**config.mk**
```make
export PLATFORM = sky130hd
export DESIGN_NAME = ng_emem_responder
export DESIGN_NICKNAME = d
export VERILOG_FILES = /design/src/rtl/ng_emem_responder_pkg.sv /design/src/rtl/ng_emem_responder_par_gen_chk.sv /design/src/rtl/ng_emem_responder.sv
export SDC_FILE = /design/constraint.sdc
export NUM_CORES = 1
export LEC_CHECK = 0
export ABC_AREA = 1
export CORE_MARGIN = 1
export CORE_UTILIZATION = 40
export CTS_BUF_LIST = sky130_fd_sc_hd__clkbuf_2 sky130_fd_sc_hd__clkbuf_4 sky130_fd_sc_hd__clkbuf_8
export CTS_CLUSTER_DIAMETER = 150
export DETAILED_ROUTE_END_ITERATION = 7
export PLACE_DENSITY = 0.7
export SLEW_MARGIN = 20
export SYNTH_ARGS = -nofsm -noshare
export SYNTH_HDL_FRONTEND = slang
export SYNTH_SLANG_ARGS = --single-unit
export TNS_END_PERCENT = 5
```
**constraint.sdc**
```tcl
create_clock -name CLK2 -period 1.73 [get_ports CLK2]
set_clock_uncertainty 0.05 [all_clocks]
set_input_delay 0.173 -clock CLK2 [delete_from_list [all_inputs] [get_ports CLK2]]
set_output_delay 0.173 -clock CLK2 [all_outputs]
set_load 0.02 [all_outputs]
```
**src/rtl/ng_emem_responder_pkg.sv**
```systemverilog
// rtl/ng_emem_responder_pkg.sv - shared FSM encoding and odd-parity helper for the E-MEM responder
package ng_emem_responder_pkg;

  typedef enum logic [2:0] {
    ST_IDLE    = 3'd0,
    ST_WRITE   = 3'd1,
    ST_RD_WAIT = 3'd2,
    ST_RD_CHK  = 3'd3,
    ST_RESP    = 3'd4
  } state_t;

  // Parity bit that makes {par, data} carry an odd number of ones.
  function automatic logic odd_par(input logic [14:0] data15);
    return ~(^data15);
  endfunction

endpackage

```
**src/rtl/ng_emem_responder_par_gen_chk.sv**
```systemverilog
// rtl/ng_emem_responder_par_gen_chk.sv - odd-parity generate for writes and check for read words
module ng_par_gen_chk
  import ng_emem_responder_pkg::*;
(
  input  logic [14:0] data,
  input  logic [15:0] word,
  output logic        par,
  output logic        perr
);

  assign par  = odd_par(data);
  assign perr = ~(^word);

endmodule

```
**src/rtl/ng_emem_responder.sv**
```systemverilog
// rtl/ng_emem_responder.sv - E-MEM request/response engine between the CPU buffer and a sync RAM
module ng_emem_responder
  import ng_emem_responder_pkg::*;
#(
  parameter int ADDR_W = 10,
  parameter int RD_LAT = 1,
  parameter int CNT_W  = 8
) (
  input  logic              CLK2,
  input  logic              GENRST,
  input  logic              REQ_VALID,
  output logic              REQ_READY,
  input  logic              REQ_WR,
  input  logic [ADDR_W-1:0] REQ_ADDR,
  input  logic [14:0]       REQ_DATA,
  output logic              RSP_VALID,
  input  logic              RSP_READY,
  output logic [14:0]       RSP_DATA,
  output logic              RSP_PERR,
  output logic [ADDR_W-1:0] RAM_ADDR,
  output logic [15:0]       RAM_WDATA,
  output logic              RAM_WREN,
  input  logic [15:0]       RAM_RDATA,
  input  logic              CLR_ERR,
  output logic [CNT_W-1:0]  ERR_CNT
);

  localparam logic [CNT_W-1:0] CNT_MAX = {CNT_W{1'b1}};

  state_t      state, state_nxt;
  logic [1:0]  wait_cnt;
  logic        accept;
  logic        par_bit;
  logic        rd_perr;

  assign REQ_READY = (state == ST_IDLE);
  assign accept    = REQ_VALID & REQ_READY;

  ng_par_gen_chk u_par (
    .data (REQ_DATA),
    .word (RAM_RDATA),
    .par  (par_bit),
    .perr (rd_perr)
  );

  always_ff @(posedge CLK2 or negedge GENRST) begin
    if (!GENRST) state <= ST_IDLE;
    else         state <= state_nxt;
  end

  always_comb begin
    state_nxt = state;
    case (state)
      ST_IDLE:    if (REQ_VALID) state_nxt = REQ_WR ? ST_WRITE : ST_RD_WAIT;
      ST_WRITE:   state_nxt = ST_RESP;
      ST_RD_WAIT: if (wait_cnt == 2'd0) state_nxt = ST_RD_CHK;
      ST_RD_CHK:  state_nxt = ST_RESP;
      ST_RESP:    if (RSP_READY) state_nxt = ST_IDLE;
      default:    state_nxt = ST_IDLE;
    endcase
  end

  // RAM side is registered at accept; the write strobe lives for exactly one cycle.
  always_ff @(posedge CLK2 or negedge GENRST) begin
    if (!GENRST) begin
      RAM_ADDR  <= '0;
      RAM_WDATA <= '0;
      RAM_WREN  <= 1'b0;
      wait_cnt  <= 2'd0;
    end else begin
      RAM_WREN <= accept & REQ_WR;
      if (accept) begin
        RAM_ADDR  <= REQ_ADDR;
        RAM_WDATA <= {par_bit, REQ_DATA};
        wait_cnt  <= 2'(RD_LAT - 1);
      end else if (state == ST_RD_WAIT && wait_cnt != 2'd0) begin
        wait_cnt <= wait_cnt - 2'd1;
      end
    end
  end

  always_ff @(posedge CLK2 or negedge GENRST) begin
    if (!GENRST) begin
      RSP_VALID <= 1'b0;
      RSP_DATA  <= '0;
      RSP_PERR  <= 1'b0;
    end else begin
      case (state)
        ST_WRITE: begin
          RSP_VALID <= 1'b1;
          RSP_DATA  <= RAM_WDATA[14:0];
          RSP_PERR  <= 1'b0;
        end
        ST_RD_CHK: begin
          RSP_VALID <= 1'b1;
          RSP_DATA  <= RAM_RDATA[14:0];
          RSP_PERR  <= rd_perr;
        end
        ST_RESP: if (RSP_READY) RSP_VALID <= 1'b0;
        default: ;
      endcase
    end
  end

  // A failure coinciding with a clear counts as the first error after the clear.
  always_ff @(posedge CLK2 or negedge GENRST) begin
    if (!GENRST) begin
      ERR_CNT <= '0;
    end else if (state == ST_RD_CHK && rd_perr) begin
      if (CLR_ERR)                 ERR_CNT <= {{(CNT_W-1){1'b0}}, 1'b1};
      else if (ERR_CNT != CNT_MAX) ERR_CNT <= ERR_CNT + 1'b1;
    end else if (CLR_ERR) begin
      ERR_CNT <= '0;
    end
  end

endmodule
```
==> implementation parameters, run 1 <==
Parameter                              Value

Layout
  Fraction of the core area covered by cells at the end of the flow    58.76%
  Filler cell count in the final layout    slightly above 700
  Net count of the finished layout    579
  Area growth from synthesis to layout    42.59%
  Proportion of layout cells with a drive suffix above 1    10.53%
  Antenna cells    0

Run
  Number of violations of the max-capacitance limit    0

Placement
  Count of buffers inserted at the top-level ports    slightly below 100
  Placed wire-length estimate after detailed placement    between 5000 and 6000 µm
  Final weighted congestion in routability-driven placement    between 0.8 and 0.9

Logic synthesis
  Library cell with the highest instance count after synthesis    sky130_fd_sc_hd__nand2_1
  Post-synth top area share    around 45%
  Total nets after synthesis    465
  Number of register bits inferred by synthesis    57
  Most used flip-flop cell after synthesis    sky130_fd_sc_hd__dfrtp_1
  Proportion of synthesized chip area in sequential cells    ~45%
  Most common library cells after synthesis    sky130_fd_sc_hd__nand2_1 (169), sky130_fd_sc_hd__dfrtp_1 (57), sky130_fd_sc_hd__inv_1 (42)
  Number of distinct library cell variants in the gate-level netlist after synthesis    37
  Number of synthesized flops with an enable pin    0
  Area leader, netlist    sky130_fd_sc_hd__dfrtp_1
  Number of warnings printed during yosys synthesis    0
  Proportion of synthesized flip-flops having asynchronous set or reset    between 90% and 100%
  Number of instances in the synthesized netlist    roughly 420
  Post-Synthesis Cell Area    0.003184 mm²
  Average instance area after synthesis    about 7.7 µm²
  Top area cells in the synthesized netlist    sky130_fd_sc_hd__dfrtp_1 (45%), sky130_fd_sc_hd__nand2_1 (20%), sky130_fd_sc_hd__inv_1 (5.0%)

Routing
  Total number of vias    between 3000 and 4000
  Remaining antenna violation count after routing    0
  First-pass DRT Iterations    4
  DRC marker count from the first detailed-route iteration    between 100 and 150
  DRC violations left    0
  Final wirelength    7996 µm
  Post-detailed-route wirelength per cell    between 10 and 15 µm
  Via density per instance    approximately 4.8

Timing
  Maximum clock frequency    roughly 600 MHz
  Post-layout minimum cycle time    approximately 1.7 ns
  Relative slew margins    approximately 65%
  Number of max-slew violations in the final report    0
  Endpoints failing hold    0
  Period Utilization, post-route    around 96%
  Final setup violation count    0
  Least-Margin Pin Slew    0.5270 ns

Setup path
  Top delay family on crit path    buffers and inverters
  Cell with the largest stage delay on the worst path    sky130_fd_sc_hd__clkdlybuf4s50_1
  Data arrival at the endpoint of the critical path    between 1 and 1.5 ns
  WP data required    roughly 1.5 ns
  Kind of critical path    flip-flop to output port
  Maximum fanout along the worst path    6
  Cell chain of the critical path    clkdlybuf4s50_1
  Startpoint class of the critical path    flip-flop
  Worst Path Buf+Inv    1
  Critical Path End Type    output port
  Highest cell delay on the worst timing path    0.65 ns

Worst hold path
  Worst hold-check path type    input port to asynchronous set/reset pin

CTS
  Clock root cell    sky130_fd_sc_hd__clkbuf_8
  Post-CTS clock slew at the launch and capture registers of the worst setup and hold paths    roughly 0.060 ns
  Maximum clock insertion buffer count    2
  Total clock buffers created by CTS    9
  Buffers inserted by post-CTS timing repair    0
  Num Clock Sinks    57
  TritonCTS clock tree    yes
  Max H-tree Level    3
  Clock latency on the worst-skew pair    0.32 ns

Pwr
  Cell leakage power    approximately 0.0023 µW
  Power density cells    1498 mW/mm²
  Sum of internal, switching and leakage power    6800 µW
  Largest vdd supply drop    between 0.7 and 0.8 mV

Global routing
  Wire length of the first global-routing pass    approximately 13000 µm
  Maximum number of pins on one net before global-route repair    58
  Initial antenna violation count    0
  Overall routing resource usage    roughly a fifth
  Vias in the first global route    approximately 2900
  Total congestion overflow    0

Status
  Outcome    completed

Floorplanning
  Floorplan Core Area    between 0.007 and 0.008 mm²
  Rows    32
  Initial core utilization    around 40%
  Die Footprint    around 0.0083 mm²
  X dimension of the die    between 90 and 100 µm
  Die Height    ~90 µm
  I/O Pins    100
-- final cells by class --
class	count	area (µm²)	share of cell area (%)
tap	102	127.6	2.811
multi-input combinational	299	1500	33.04
sequential	57	1428	31.44
clock buffer	13	172.7	3.803
timing repair buffer	114	1126	24.80
inverter	49	186.4	4.106
-- power breakdown --
part / switching (µW) / internal [µW]
registers: 376 / 1870
clock network: 480 / 630
logic: 1930 / 1510
total: 2780 / 4020
-- registers in the layout, indices dropped and copies added (netlist names) --
| signal | flops |
|---|---|
| RAM_WDATA | 16 |
| RSP_DATA | 15 |
| RAM_ADDR | 10 |
| ERR_CNT | 8 |
| state | 3 |
| wait_cnt | 2 |
| RAM_WREN | 1 |
| RSP_PERR | 1 |
| RSP_VALID | 1 |
-- logic make-up (layout without fill, tap and decap cells) --
| family | count (synthesis) | in the layout | synth area share (%) |
|---|---|---|---|
| compound gates | 54 | 54 | 9.745 |
| xor+xnor | 20 | 20 | 5.501 |
| fa+ha+maj | 2 | 2 | 0.7857 |
| buf+inv | 60 | 176 | 8.290 |
| flops | 57 | 57 | 44.79 |
| simple gates | 223 | 223 | 30.88 |
-- layout by cell type, fill, tap and decap left out, types with 8 or more instances in the layout --
cell,netlist,routed
sky130_fd_sc_hd__nand2_1,169,169
sky130_fd_sc_hd__clkdlybuf4s50_1,0,97
sky130_fd_sc_hd__dfrtp_1,57,56
sky130_fd_sc_hd__inv_1,42,42
sky130_fd_sc_hd__o21ai_0,20,20
sky130_fd_sc_hd__nor2_1,16,16
sky130_fd_sc_hd__nand3_1,16,16
sky130_fd_sc_hd__o21ai_1,13,13
sky130_fd_sc_hd__xnor2_1,12,12
sky130_fd_sc_hd__clkbuf_8,0,12
sky130_fd_sc_hd__buf_4,0,12
sky130_fd_sc_hd__a21oi_1,11,11
sky130_fd_sc_hd__xor2_1,8,8
-- metal layers --
metal	track usage [%]	up-vias	wire, µm	part of all wire, %
met5	0	-	0	0
met4	7.011	0	129	1.6
met1	25.71	1395	3598	45
met3	5.528	12	533	6.7
met2	33.33	98	3734	47
li1	-	1525	-	-
-- metrics by stage --
| stage | TNS, ns | instances | instance area, µm² | hold slack, ns | setup slack (ns) |
|---|---|---|---|---|---|
| floorplan | 0 | 416 | 3184 | -0.1726 | 0.1274 |
| global placement | -0.6585 | 620 | 4350 | 0.1522 | -0.08766 |
| detailed placement | -1.028 | 620 | 4350 | 0.1504 | -0.1377 |
| CTS | 0 | 634 | 4532 | 0.3309 | 0.04562 |
| global route | -0.002894 | 634 | 4541 | 0.3560 | -0.002894 |
| finish | 0 | 634 | 4541 | 0.3288 | 0.07238 |
-- final timing paths --
path / startpoint / end / slack [ns] / cells after the start
max: ERR_CNT[3] / ERR_CNT[3] / 0.07 / 1
min: GENRST / RSP_VALID / 0.33 / 3
max reg2reg: ERR_CNT[1] / ERR_CNT[7] / 0.11 / 6
min reg2reg: RAM_ADDR[5] / RAM_ADDR[5] / 0.42 / 2
max in group asynchronous: GENRST / ERR_CNT[0] / 1.03 / 3
min in group CLK2: REQ_ADDR[5] / RAM_ADDR[5] / 0.34 / 3
-- repair_timing --
item | CTS | global route
resized for setup | 1 | 3
endpoints found under the hold margin | 57 | 0
pin swaps | 0 | 1
endpoints found under the setup margin | 1 | 9
hold buffers | 1 | 0
Note: power is estimated with default switching activity, not from simulation.
==> inputs of run 2 (changes only) <==
- PLACE_DENSITY: 0.7 -> 0.73
- clock period: 1.73 -> 1.35 ns (I/O delays scaled with it)
==> implementation parameters, run 2 (same netlist as run 1, synthesis figures left out) <==
Parameter                              Value

Status
  Outcome    finished with violations
  Failing checks    negative setup slack

Placement
  Count of buffers inserted at the top-level ports    between 90 and 100
  Placed wire-length estimate after detailed placement    about 6100 µm
  Final weighted congestion in routability-driven placement    0.7903
  Cell count after placement    roughly 650

Layout
  Flip-flop count of the largest register after layout    16
  Proportion of layout cells with a drive suffix above 1    20.80%
  Top reg by flops    RAM_WDATA
  Area growth from synthesis to layout    56.31%
  Post-route non-filler standard cell count    roughly 680
  Leading registers by flop count    RAM_WDATA: 16 flops, RSP_DATA: 15 flops, RAM_ADDR: 10 flops
  Leading cell types in the layout, fill and taps excluded    sky130_fd_sc_hd__nand2_1 (166), sky130_fd_sc_hd__dfrtp_1 (53), sky130_fd_sc_hd__dlygate4sd2_1 (52), sky130_fd_sc_hd__buf_4 (50), sky130_fd_sc_hd__inv_1 (40)
  Antenna cells    0
  Net count of the finished layout    between 600 and 700
  Commonest non-fill, non-tap cell in the layout    sky130_fd_sc_hd__nand2_1
  Fraction of the core area covered by cells at the end of the flow    about 64%

Setup path
  Startpoint class of the critical path    input port
  Highest cell delay on the worst timing path    ~0.52 ns
  Reg2reg path depth    7
  Launching instance or port of the critical path    RAM_RDATA[2]
  Startpoint of the lowest-slack register-to-register path    state[2]
  Setup crit end    ERR_CNT[0]
  Slack of the worst reg-to-reg path    -0.12 ns
  Kind of critical path    input port to flip-flop
  Most used cell along the critical path    sky130_fd_sc_hd__nand2_1
  Maximum fanout along the worst path    8
  Data arrival at the endpoint of the critical path    1.65 ns
  Worst r2r dst    ERR_CNT[0]
  Cell with the largest stage delay on the worst path    sky130_fd_sc_hd__clkdlybuf4s50_1
  Critical Path End Type    flip-flop
  Cell chain of the critical path    clkdlybuf4s50_1 > nor2_1 > nor2_2 > nand2_1 > nand2_2 > nand2_1 > nand2_1 > nand2_2 > nand2_4 > nand3_4 > nand3_1 > nand2_1
  WP data required    1.51 ns

Run
  Number of violations of the max-capacitance limit    0

Global routing
  Met3 Usage GRT    about 5.4%
  Global Route met2 Usage    a little over a third
  Overall routing resource usage    between 20 and 25%
  GR Layer Usage met1    between 20 and 30%
  Wire length of the first global-routing pass    approximately 14000 µm
  Vias in the first global route    slightly above 3000
  Initial antenna violation count    0
  Total congestion overflow    0
  Highest-utilization routing layer at the global route stage    met2
  Maximum number of pins on one net before global-route repair    30

Pwr
  Cell leakage power    approximately 0.0027 µW
  Largest vdd supply drop    roughly 0.94 mV
  Power density cells    1861 mW/mm²
  Combinational fraction of design power    about half
  Cell-internal power    5458 µW
  Sw frac    about two fifths
  Clock power frac    20.1%
  Power share of the sequential group    a little under a third
  Sum of internal, switching and leakage power    between 9000 and 10000 µW
  Switching power    3804 µW

Floorplanning
  X dimension of the die    91.23 µm
  Rows    32
  Die Footprint    0.008322 mm²
  Floorplan Core Area    between 0.007 and 0.008 mm²
  Die Height    91.23 µm
  Initial core utilization    about 41%
  I/O Pins    100

CTS
  Num Clock Sinks    between 50 and 60
  Total clock buffers created by CTS    9
  Clock latency on the worst-skew pair    0.34 ns
  Clock root cell    sky130_fd_sc_hd__clkbuf_8
  TritonCTS clock tree    yes
  Post-CTS clock slew at the launch and capture registers of the worst setup and hold paths    approximately 0.07 ns
  Maximum clock insertion buffer count    2
  Max H-tree Level    3

Routing
  First-pass DRT Iterations    6
  DRC violations left    0
  DRC marker count from the first detailed-route iteration    roughly 130
  Post-detailed-route wirelength per cell    around 12 µm
  Total number of vias    approximately 3200
  Via density per instance    4.685
  Final wirelength    between 8000 and 9000 µm
  Remaining antenna violation count after routing    0

Timing
  Worst setup slack after layout    -0.1329 ns
  Period Utilization, post-route    109.8%
  Final setup violation count    23
  Least-Margin Pin Slew    between 0.4 and 0.5 ns
  Post-layout minimum cycle time    between 1 and 1.5 ns
  Setup repair after global routing missed its margin    true
  Hold slack final    between 0.15 and 0.2 ns
  Number of max-slew violations in the final report    0
  Maximum clock frequency    slightly below 700 MHz
  Endpoints failing hold    0
  Relative slew margins    68.81%

Worst hold path
  Worst hold-check path type    input port to flip-flop
[run 2: changes by cell type in the layout (fill, tap and decap cells not counted), moves of 4 or more]
cell and delta:
sky130_fd_sc_hd__o21ai_1 +8, sky130_fd_sc_hd__buf_4 +38, sky130_fd_sc_hd__o21ai_0 -8, sky130_fd_sc_hd__clkdlybuf4s50_1 -61, sky130_fd_sc_hd__dlymetal6s2s_1 +7, sky130_fd_sc_hd__nand3_1 -4, sky130_fd_sc_hd__dlygate4sd2_1 +52
[run 2: final cells by class]
type / count / area [µm²]
Clock buffer: 12 / 158.9
Timing Repair Buffer: 156 / 1421
Fill cell: 681 / 2750
Multi-Input combinational cell: 299 / 1567
Clock inverter: 4 / 75.07
Sequential cell: 57 / 1431
Inverter: 49 / 196.4
Tap cell: 102 / 127.6
[run 2: repair_timing]
item | 4_1_cts | 5_1_grt
setup endpoints to repair | 105 | 59
pin swaps | 0 | 5
gates resized for setup | 68 | 38
buffers inserted | 0 | 11
hold endpoints to repair | 15 | 0
hold buffers | 1 | 0
[run 2: how the worst min path moves through the flow]
stage	startpoint	endpoint	slack [ns]	cells past startpoint
after CTS	GENRST	RSP_VALID	0.24	2
after detailed placement	GENRST	RSP_VALID	0.06	1
after global placement	GENRST	state[2]	0.05	1
after global routing	RAM_RDATA[8]	RSP_DATA[8]	0.21	5
final	RAM_RDATA[8]	RSP_DATA[8]	0.18	5
after floorplan	GENRST	ERR_CNT[0]	-0.21	0
[run 2: power by group through the flow]
stage | clock [µW] | combinational, µW | sequential [µW]
after floorplan | 0 | 1730 | 3630
after global placement | 0 | 4620 | 2910
after detailed placement | 0 | 4720 | 2910
after CTS | 1880 | 4310 | 2880
after global routing | 1960 | 4950 | 2970
final | 1870 | 4500 | 2900
[run 2: per-layer routing]
metal  wire, µm  vias up
met5          0        -
met4        123        0
met3        529       11
met2       3992       90
met1       3781     1466
li1           -     1614
[run 2: per-stage QoR]
step	setup TNS, ns	area, µm²	worst slack (ns)
floorplan	-1.172	3196	-0.1576
global placement	-4.912	4619	-0.4477
detailed placement	-6.139	4619	-0.4646
CTS	-2.926	4830	-0.1264
global route	-5.512	4977	-0.2179
finish	-1.262	4977	-0.1329
[run 2: critical path: cells and delay by family]
family                 cells  cell delay [ns]
buffers and inverters      1             0.52
and+or+nand+nor           11             0.99
==> inputs of run 3 (changes only) <==
- CAP_MARGIN: default -> 40
==> results of run 3 <==
No change in the layout: final DEF, timing and power equal those of run 2.
